===== src/rtl/dds_profile_sequencer.sv =====
// dds_profile_sequencer: serial programmer that shifts an init word, then steps through stored DDS profiles
// Ports:
//   ten_MHz_ext_0         clock, all logic on posedge
//   key_2_reset_0         synchronous active-low reset
//   init_start/seq_start  one-cycle start pulses (init wins when both are set)
//   trig_in, use_trig     external dwell advance on trig_in rise when use_trig=1
//   num_prof              profiles to run (1..NPROF, anything else only pulses done)
//   wr_en/wr_addr/wr_data profile RAM write port
//   SDIO/SCLK/CSB         serial port to the DDS, MSB first
//   IO_UPDATE/IO_RESET    DDS update and serial-port reset pulses
//   DR_CTL                digital-ramp direction
//   busy, done, prof_idx  status
// Optional macro SEQ_LOOP_EN adds input seq_loop: wrap to slot 0 after the last dwell.
module dds_profile_sequencer #(
    parameter int WORD_W = 184,
    parameter int NPROF = 12,
    parameter int INIT_W = 232,
    parameter logic [INIT_W-1:0] INIT_WORD = {8'h0b, 32'd0, 32'd0, 128'h0000004000010048002002353fc1c803, 32'd0},
    parameter int CLK_DIV = 2,
    parameter int UPD_W = 8,
    parameter int RST_W = 10,
    parameter int DWELL_CYC = 2000000
) (
    input  logic                       ten_MHz_ext_0,
    input  logic                       key_2_reset_0,
    input  logic                       init_start,
    input  logic                       seq_start,
    input  logic                       trig_in,
    input  logic                       use_trig,
    input  logic [$clog2(NPROF+1)-1:0] num_prof,
    input  logic                       wr_en,
    input  logic [$clog2(NPROF)-1:0]   wr_addr,
    input  logic [WORD_W-1:0]          wr_data,
`ifdef SEQ_LOOP_EN
    input  logic                       seq_loop,
`endif
    output logic                       SDIO,
    output logic                       SCLK,
    output logic                       CSB,
    output logic                       IO_UPDATE,
    output logic                       IO_RESET,
    output logic                       DR_CTL,
    output logic                       busy,
    output logic                       done,
    output logic [$clog2(NPROF)-1:0]   prof_idx
);
    localparam int AW = $clog2(NPROF);
    localparam int SH_W = (INIT_W > WORD_W) ? INIT_W : WORD_W;
    localparam int BW = $clog2(SH_W + 1);

    typedef enum logic [2:0] {IDLE, RSTP, SHIFT, UPD, DIR, DWELL, DONE} state_t;

    state_t            state;
    logic              is_init;
    logic [WORD_W-1:0] prof_mem [NPROF];
    logic [SH_W-1:0]   shreg;
    logic [BW-1:0]     bits_left;
    logic [31:0]       div;
    logic [31:0]       cnt;
    logic              trig_q;
    logic              dir_up;
    logic              dir_dn;
    logic              loop_on;
    logic              trig_rise;
    logic              prof_ok;
    logic              last;
    logic              dwell_end;
    logic              go_seq;
    logic [AW-1:0]     ld_idx;
    logic [WORD_W-1:0] ld_word;
    logic [31:0]       ld_lo;
    logic [31:0]       ld_hi;

    always_comb begin
`ifdef SEQ_LOOP_EN
        loop_on = seq_loop;
`else
        loop_on = 1'b0;
`endif
        trig_rise = trig_in & ~trig_q;
        prof_ok = (num_prof != '0) && (32'(num_prof) <= 32'(NPROF));
        last = 32'(prof_idx) + 1 >= 32'(num_prof);
        dwell_end = use_trig ? trig_rise : (cnt >= 32'(DWELL_CYC - 1));
        // every entry into a profile shift: a fresh sequence, the next slot, or a loop wrap
        go_seq = (state == IDLE && !init_start && seq_start && prof_ok) ||
                 (state == DWELL && dwell_end && (!last || loop_on));
        ld_idx = (state == DWELL && !last) ? prof_idx + AW'(1) : '0;
        ld_word = prof_mem[ld_idx];
        ld_lo = ld_word[WORD_W-9 -: 32];
        ld_hi = ld_word[WORD_W-41 -: 32];
    end

    always_ff @(posedge ten_MHz_ext_0) begin
        if (wr_en && 32'(wr_addr) < 32'(NPROF)) prof_mem[wr_addr] <= wr_data;
    end

    always_ff @(posedge ten_MHz_ext_0) begin
        if (!key_2_reset_0) begin
            state <= IDLE;
            is_init <= 1'b0;
            shreg <= '0;
            bits_left <= '0;
            div <= '0;
            cnt <= '0;
            trig_q <= 1'b0;
            dir_up <= 1'b0;
            dir_dn <= 1'b0;
            SDIO <= 1'b0;
            SCLK <= 1'b0;
            CSB <= 1'b1;
            IO_UPDATE <= 1'b0;
            IO_RESET <= 1'b0;
            DR_CTL <= 1'b0;
            busy <= 1'b0;
            done <= 1'b0;
            prof_idx <= '0;
        end else begin
            trig_q <= trig_in;
            case (state)
                IDLE: begin
                    if (init_start) begin
                        is_init <= 1'b1;
                        busy <= 1'b1;
                        IO_RESET <= 1'b1;
                        cnt <= '0;
                        state <= RSTP;
                    end else if (seq_start) begin
                        is_init <= 1'b0;
                        busy <= 1'b1;
                        if (!prof_ok) begin
                            done <= 1'b1;
                            state <= DONE;
                        end
                    end
                end
                RSTP: begin
                    if (cnt == 32'(RST_W - 1)) begin
                        IO_RESET <= 1'b0;
                        shreg <= SH_W'(INIT_WORD) << (SH_W - INIT_W);
                        SDIO <= INIT_WORD[INIT_W-1];
                        bits_left <= BW'(INIT_W);
                        div <= '0;
                        CSB <= 1'b0;
                        SCLK <= 1'b0;
                        state <= SHIFT;
                    end else cnt <= cnt + 32'd1;
                end
                SHIFT: begin
                    if (div == 32'(CLK_DIV - 1)) begin
                        div <= '0;
                        if (!SCLK) SCLK <= 1'b1;
                        else if (bits_left == BW'(1)) begin
                            CSB <= 1'b1;
                            SCLK <= 1'b0;
                            SDIO <= 1'b0;
                            IO_UPDATE <= 1'b1;
                            cnt <= '0;
                            state <= UPD;
                        end else begin
                            // next bit goes out at the start of its low half
                            SCLK <= 1'b0;
                            SDIO <= shreg[SH_W-2];
                            shreg <= shreg << 1;
                            bits_left <= bits_left - BW'(1);
                        end
                    end else div <= div + 32'd1;
                end
                UPD: begin
                    if (cnt == 32'(UPD_W - 1)) begin
                        IO_UPDATE <= 1'b0;
                        if (is_init) begin
                            done <= 1'b1;
                            state <= DONE;
                        end else state <= DIR;
                    end else cnt <= cnt + 32'd1;
                end
                DIR: begin
                    DR_CTL <= dir_up ? 1'b1 : dir_dn ? 1'b0 : DR_CTL;
                    cnt <= '0;
                    state <= DWELL;
                end
                DWELL: begin
                    if (!dwell_end) cnt <= cnt + 32'd1;
                    else if (!go_seq) begin
                        done <= 1'b1;
                        state <= DONE;
                    end
                end
                DONE: begin
                    done <= 1'b0;
                    busy <= 1'b0;
                    state <= IDLE;
                end
                default: state <= IDLE;
            endcase
            if (go_seq) begin
                // latch the word and its ramp direction now so later RAM writes cannot disturb this profile
                prof_idx <= ld_idx;
                shreg <= SH_W'(ld_word) << (SH_W - WORD_W);
                SDIO <= ld_word[WORD_W-1];
                bits_left <= BW'(WORD_W);
                div <= '0;
                dir_up <= ld_hi > ld_lo;
                dir_dn <= ld_hi < ld_lo;
                CSB <= 1'b0;
                SCLK <= 1'b0;
                state <= SHIFT;
            end
        end
    end
endmodule


===== config.mk =====
export PLATFORM = sky130hd
export DESIGN_NAME = dds_profile_sequencer
export DESIGN_NICKNAME = d
export VERILOG_FILES = /design/src/rtl/dds_profile_sequencer.sv
export SDC_FILE = /design/constraint.sdc
export NUM_CORES = 2
export LEC_CHECK = 0
export BUFFER_PORTS_ARGS = -buffer_cell sky130_fd_sc_hd__buf_2
export CAP_MARGIN = 20
export CORE_ASPECT_RATIO = 0.75
export CORE_UTILIZATION = 50
export CTS_CLUSTER_DIAMETER = 120
export DETAILED_ROUTE_END_ITERATION = 12
export HOLD_SLACK_MARGIN = 0.12
export PLACE_DENSITY_LB_ADDON = 0.12
export RECOVER_POWER = 25
export SLEW_MARGIN = 5
export SYNTH_ARGS = -nofsm -noshare
export SYNTH_HDL_FRONTEND = slang
export SYNTH_SLANG_ARGS = --single-unit

===== constraint.sdc =====
create_clock -name ten_MHz_ext_0 -period 32.6 [get_ports ten_MHz_ext_0]
set_input_delay 0 -clock ten_MHz_ext_0 [delete_from_list [all_inputs] [get_ports ten_MHz_ext_0]]
set_output_delay 0 -clock ten_MHz_ext_0 [all_outputs]
set_load 0.01 [all_outputs]

Word-level counts from Yosys, hierarchy flattened
Memory sizes are Yosys's and may differ from the RTL's.
Cells that the tools add are included.
{"block": "word_totals", "ff_bits": 322, "latchBits": 0, "mem_bits_rw": 2208, "mem_bits_ro": 0, "inputBits": 199, "word_cells": 183, "n_memories": 1}
{"block": "classes", "n_addsub": 5, "n_mul": 0, "n_div": 0, "n_lt_le_gt_ge": 6, "n_eq_ne": 37, "n_shift": 0, "mux": 72, "bitwise": 3, "n_reduce_logical": 38}
{"memory": "prof_mem", "depth": 12, "width": 184, "rd": 1, "rd_ports_with_merged_regs": 0, "wr": 1, "line_no": "55", "source": "logic [WORD_W-1:0] prof_mem [NPROF];"}
{"op": "$mux W231", "n": 5}
{"op": "$pmux W231 S2", "n": 1}
{"op": "$mux W32", "n": 9}
{"op": "$pmux W32 S6", "n": 1}
{"op": "$add A32 B1 Y32 const B", "n": 2}
{"op": "$pmux W32 S2", "n": 1}
{"op": "$mux W8", "n": 5}
{"op": "$eq A32 B1 Y1 const B", "n": 1}
{"op": "$eq A32 B3 Y1 const B", "n": 1}
{"op": "$eq A32 B4 Y1 const B", "n": 1}
{"op": "$ge A32 B21 Y1 const B", "n": 1}
{"op": "$gt A32 B32 Y1", "n": 1}
{"op": "$lt A32 B32 Y1", "n": 1}
{"op": "$ne A2 B2 Y1 const B", "n": 16}
{"op": "$reduce_and A8 Y1", "n": 4}
{"op": "$mux W1", "n": 29}
{"op": "$mux W3", "n": 9}
{"op": "$ne A3 B3 Y1 const B", "n": 9}
{"op": "$reduce_and A5 Y1", "n": 4}
{"op": "$pmux W3 S6", "n": 1}
{"op": "$pmux W8 S2", "n": 1}
{"op": "$pmux W1 S2", "n": 6}
{"op": "$reduce_bool A2 Y1", "n": 6}
{"op": "$eq A3 B3 Y1 const B", "n": 3}
{"op": "26 further kinds", "n": 43}

Logic depth before layout (Yosys ltp)
{"block": "depth", "word_depth": 9, "mapped_depth": 25, "mapped_depth_nobuf": 18}

Least setup slack after synthesis
OpenSTA, ideal clock, no wires.
{"block": "synth_path", "path_type": "input to register", "start": "input port wr_addr[3]", "end": "memory prof_mem[0][0] (enable)", "setup_ps": 956, "t_arrival_ps": 12908, "required_time_ps": 31644, "path_slack_ps": 18736, "path_stages": 2, "path_buffers": 0, "path_cell_list": "or3b_2 nor3_1"}
{"block": "synth_via", "elab_chain_cells": 4}
{"item": "from (decl)", "line_no": "32", "source": "input logic [$clog2(NPROF)-1:0] wr_addr,"}
{"item": "$lt A4 B4 Y1", "line_no": "94", "source": "if (wr_en && 32'(wr_addr) < 32'(NPROF)) prof_mem[wr_addr] <= wr_data;"}
{"item": "$logic_and A1 B1 Y1", "line_no": "94"}
{"item": "$mux W1", "line_no": "94"}
{"item": "$mux W1 (implied by the code)", "line_no": "94"}
{"item": "to (decl)", "line_no": "55"}
Parallel ways exist; a longest one is shown, timed or not.

Final worst setup path
{"block": "layout_path", "start": "register prof_idx[0]", "end": "register dir_up"}
{"block": "layout_via", "elab_chain_cells": 7, "elab_cells_between_ends": 10, "cone_classes": "add/sub: 2; order compare: 2; mux: 1; reduce/logical: 4; memory: 1"}
{"item": "from (decl)", "line_no": "45", "source": "output logic [$clog2(NPROF)-1:0] prof_idx"}
{"item": "from (signal assigned)", "line_no": "198", "source": "prof_idx <= ld_idx;"}
{"item": "$add A4 B1 Y5", "line_no": "82", "source": "last = 32'(prof_idx) + 1 >= 32'(num_prof);"}
{"item": "$ge A5 B4 Y1", "line_no": "82"}
{"item": "$logic_not A1 Y1", "line_no": "86, 87"}
{"item": "$logic_and A1 B1 Y1", "line_no": "87", "source": "ld_idx = (state == DWELL && !last) ? prof_idx + AW'(1) : '0;"}
{"item": "$mux W4", "line_no": "87"}
{"item": "$mem_v2 Z12 W184"}
{"item": "$gt A32 B32 Y1", "line_no": "203", "source": "dir_up <= ld_hi > ld_lo;"}
{"item": "to (signal assigned)", "line_no": "203"}
{"item": "to (decl)", "line_no": "61", "source": "logic dir_up;"}
Parallel ways exist; a longest one is shown, timed or not.
A chain may end at the register's enable or synchronous reset.

==> impl_metrics.json <==
{
  "status": "complete, no violations",
  "ff2ff_path_depth": 20,
  "yosys_most_used_dff": "edfxtp_1",
  "htree_num_levels": 4,
  "yosys_warnings": 0,
  "crit_chain": "nand3_1 > xor2_1 > inv_2 > ha_1 > nor3_1 > o21ai_4 > buf_4 > a211oi_4 > buf_12 > buf_4 > mux2i_1 > mux2i_1 > o21a_1 > ha_1 > nand4_1 > nor2_1 > nand4_1 > or4_1 > o211ai_1 > a21oi_1",
  "crit_buf_inv": 4,
  "vias": 62340,
  "fp.dieW_um": 517.0,
  "fin_crit_sh_pct": 23.67,
  "grt_pass1_wl_mm": 426.4,
  "hp-class": "input pin to register",
  "yosysTopAreaCellShare_pct": 66.67,
  "path_delay_family": "buffers and inverters",
  "ff2ff_setup_slack_ns": 24.88,
  "crit_end": "dir_up",
  "r2r_start": "prof_idx[0]",
  "netlist_top_cells_count": "2208 x edfxtp_1, 572 x mux2i_1, 511 x a21oi_1",
  "fin_cells": 9838,
  "setup_violations": 0,
  "cts.sinks": 2498,
  "critical_path_class": "register to register",
  "yosys_register_bits": 2498,
  "worstMarginPinSlew_ns": 1.176,
  "start_util_pct": 50.42,
  "yosysTopAreaCell": "edfxtp_1",
  "n_fill_cell": 15350,
  "rr_endpoint": "dir_up",
  "min_period_ns": 7.716,
  "synth_edf_count": 2208,
  "grt_usage_pct": 29.28,
  "cp-start-kind": "register",
  "ys_types": 80,
  "globalplace.congestion": 0.8669,
  "drt-initial-drc-count": 7503,
  "grt_overflow": 0,
  "cts-root-buf": "clkbuf_16",
  "crit_required_ns": 33.32,
  "dieArea_um2": 200700,
  "avgSynthCellArea_um2": 15.29,
  "num_io_pins": 211,
  "dpl.hpwl_mm": 163.4,
  "numCtsBuffers": 232,
  "clock_latency_ns": 0.88,
  "power-per-cell-area_nw_per_um2": 60.44,
  "fmax_ghz": 0.1296,
  "ant_nets": 0,
  "fin_skew_ns": 0.04468,
  "wl_mm": 297.3,
  "cts.clk_slew.worst_paths_ns": 0.06,
  "drv_slew": 0,
  "route.detailed.drc": 0,
  "routed_via_density": 6.337,
  "syn_area_um2": 99450,
  "die_h_um": 388.2,
  "antenna_found_initial": 15,
  "maxSlewHeadroom_pct": 21.63,
  "yosys-top-cells-area": "edfxtp_1 67%, dfxtp_1 5.8%, mux2i_1 5.8%",
  "synthArstFlopShare_pct": 0,
  "portBuffers": 210,
  "placed_cells": 9018,
  "wl_per_cell_um": 30.21,
  "coreArea_um2": 197200,
  "first_pass_iters": 5,
  "grt_max_degree": 147,
  "drive_gt1_share_pct": 13.58,
  "grt_pass1_vias": 59660,
  "clockBufferDepth": 3,
  "crit_start": "prof_idx[0]",
  "cp.depth": 20,
  "maxCapViolations": 0,
  "syn_inst": 6505,
  "num_rows": 141,
  "synthMostInstantiatedCell": "edfxtp_1",
  "rsz0062_at_grt": "no",
  "synth-seq-area-share_pct": 72.51,
  "cpPeakStageDelay_ns": 0.83,
  "fin_tns_setup_ns": 0,
  "cts_tree": "done",
  "area_growth_pct": 15.41,
  "p_leak_nw": 36.04,
  "crit_fanout": 119,
  "hold_viol": 0,
  "multiInputGateArea_um2": 25500,
  "finalNetCount": 7222,
  "cts_setup_buffers": 0,
  "ir_worst_vdd_mv": 0.06016,
  "regArea_um2": 72110,
  "crit_arrival_ns": 8.43,
  "critPathSlowestCell": "buf_4",
  "worst_setup_path_end_kind": "register",
  "synthesis.nets": 6747
}
kinds of logic after synthesis:
kind of cell    count (synthesis)  share of synthesized area (%)
xor+xnor                       12                         0.1057
buf+inv                       531                          2.160
simple gates                  667                          3.344
mux                           794                          8.894
flops                        2498                          72.51
fa+ha+maj                      43                         0.5410
compound gates               1960                          12.45
cell type report:
cell class                 count  area share, %
antenna                        8        0.01744
clock buffer                 324          5.666
clock inverter               115         0.9790
inverter                      50         0.1679
multi-input combinational   3476          22.22
sequential                  2498          62.83
tap                         2645          2.884
timing repair buffer         722          5.231
metal layers:
layer | vias up | part of all wire, % | GRT usage (%)
met5 | - | 0.0091 | 0
met4 | 4 | 2.3 | 6.887
met3 | 364 | 8.8 | 5.078
met2 | 2959 | 44 | 43.45
met1 | 32010 | 45 | 44.91
li1 | 27010 | - | -
report_power, final:
part | total (W) | internal [W] | switching, W
clock | 0.00272 | 0.00152 | 0.00120
combinational | 0.000556 | 0.000163 | 0.000393
sequential | 0.00366 | 0.00359 | 0.0000698
timing repair:
item,in CTS,in global routing
hold buffers,371,0
setup endpoints to repair,0,0
hold endpoints to repair,2602,0
gates resized for setup,0,0
flip-flops by register name, summed over array words and instances, names as in the netlist:
name	flops
done	1
SDIO	1
prof_idx	4
IO_UPDATE	1
trig_q	1
cnt	32
shreg	199
DR_CTL	1
prof_mem	2208
div	32
dir_dn	1
SCLK	1
bits_left	8
IO_RESET	1
CSB	1
state	3
is_init	1
dir_up	1
busy	1
worst reg2reg max path, stage by stage, from the launching register on:
cell      delay, ns
dfxtp_4        0.80
nand3_1        0.19
xor2_1         0.50
inv_2          0.46
ha_1           0.40
nor3_1         0.43
o21ai_4        0.09
buf_4          0.29
a211oi_4       0.32
buf_12         0.67
buf_4          1.14
mux2i_1        0.34
mux2i_1        0.12
o21a_1         0.26
ha_1           0.29
nand4_1        0.09
nor2_1         0.24
nand4_1        0.19
or4_1          0.55
o211ai_1       0.11
a21oi_1        0.08
through the flow:
stage | power [W] | area (µm²) | hold WS (ns) | utilization, % | setup slack (ns)
floorplan | 0.003990 | 99450 | 0.09887 | - | 18.74
global placement | 0.004215 | 103400 | 0.2700 | 52.41 | 25.13
detailed placement | 0.004227 | 103400 | 0.2768 | 52.43 | 25.05
CTS | 0.006953 | 114700 | 0.1204 | 58.18 | 25.03
global route | 0.007130 | 114800 | 0.2005 | 58.18 | 24.61
finish | 0.006937 | 114800 | 0.1896 | 58.19 | 24.88
cell usage in the layout, fill, tap and decap left out, types with 167 or more instances in the layout:
cell type and instances:
clkbuf_16 233, a21oi_1 507, dfxtp_1 289, o22ai_1 186, o21ai_0 380, nand2_1 222, dlygate4sd3_1 371, a31oi_1 183
mux2i_1 572, buf_2 175, mux2_2 167, a211oi_1 236, edfxtp_1 2208
worst min-delay path by stage:
| stage | startpoint | end | cells past startpoint |
|---|---|---|---|
| global placement | trig_in | trig_q | 3 |
| CTS | wr_data[129] | prof_mem[4][129] | 2 |
| floorplan | wr_data[0] | prof_mem[0][0] | 0 |
| finish | use_trig | state[1] | 6 |
| global route | use_trig | done | 6 |
| detailed placement | trig_in | trig_q | 3 |
(Power assumes the default switching activity.)
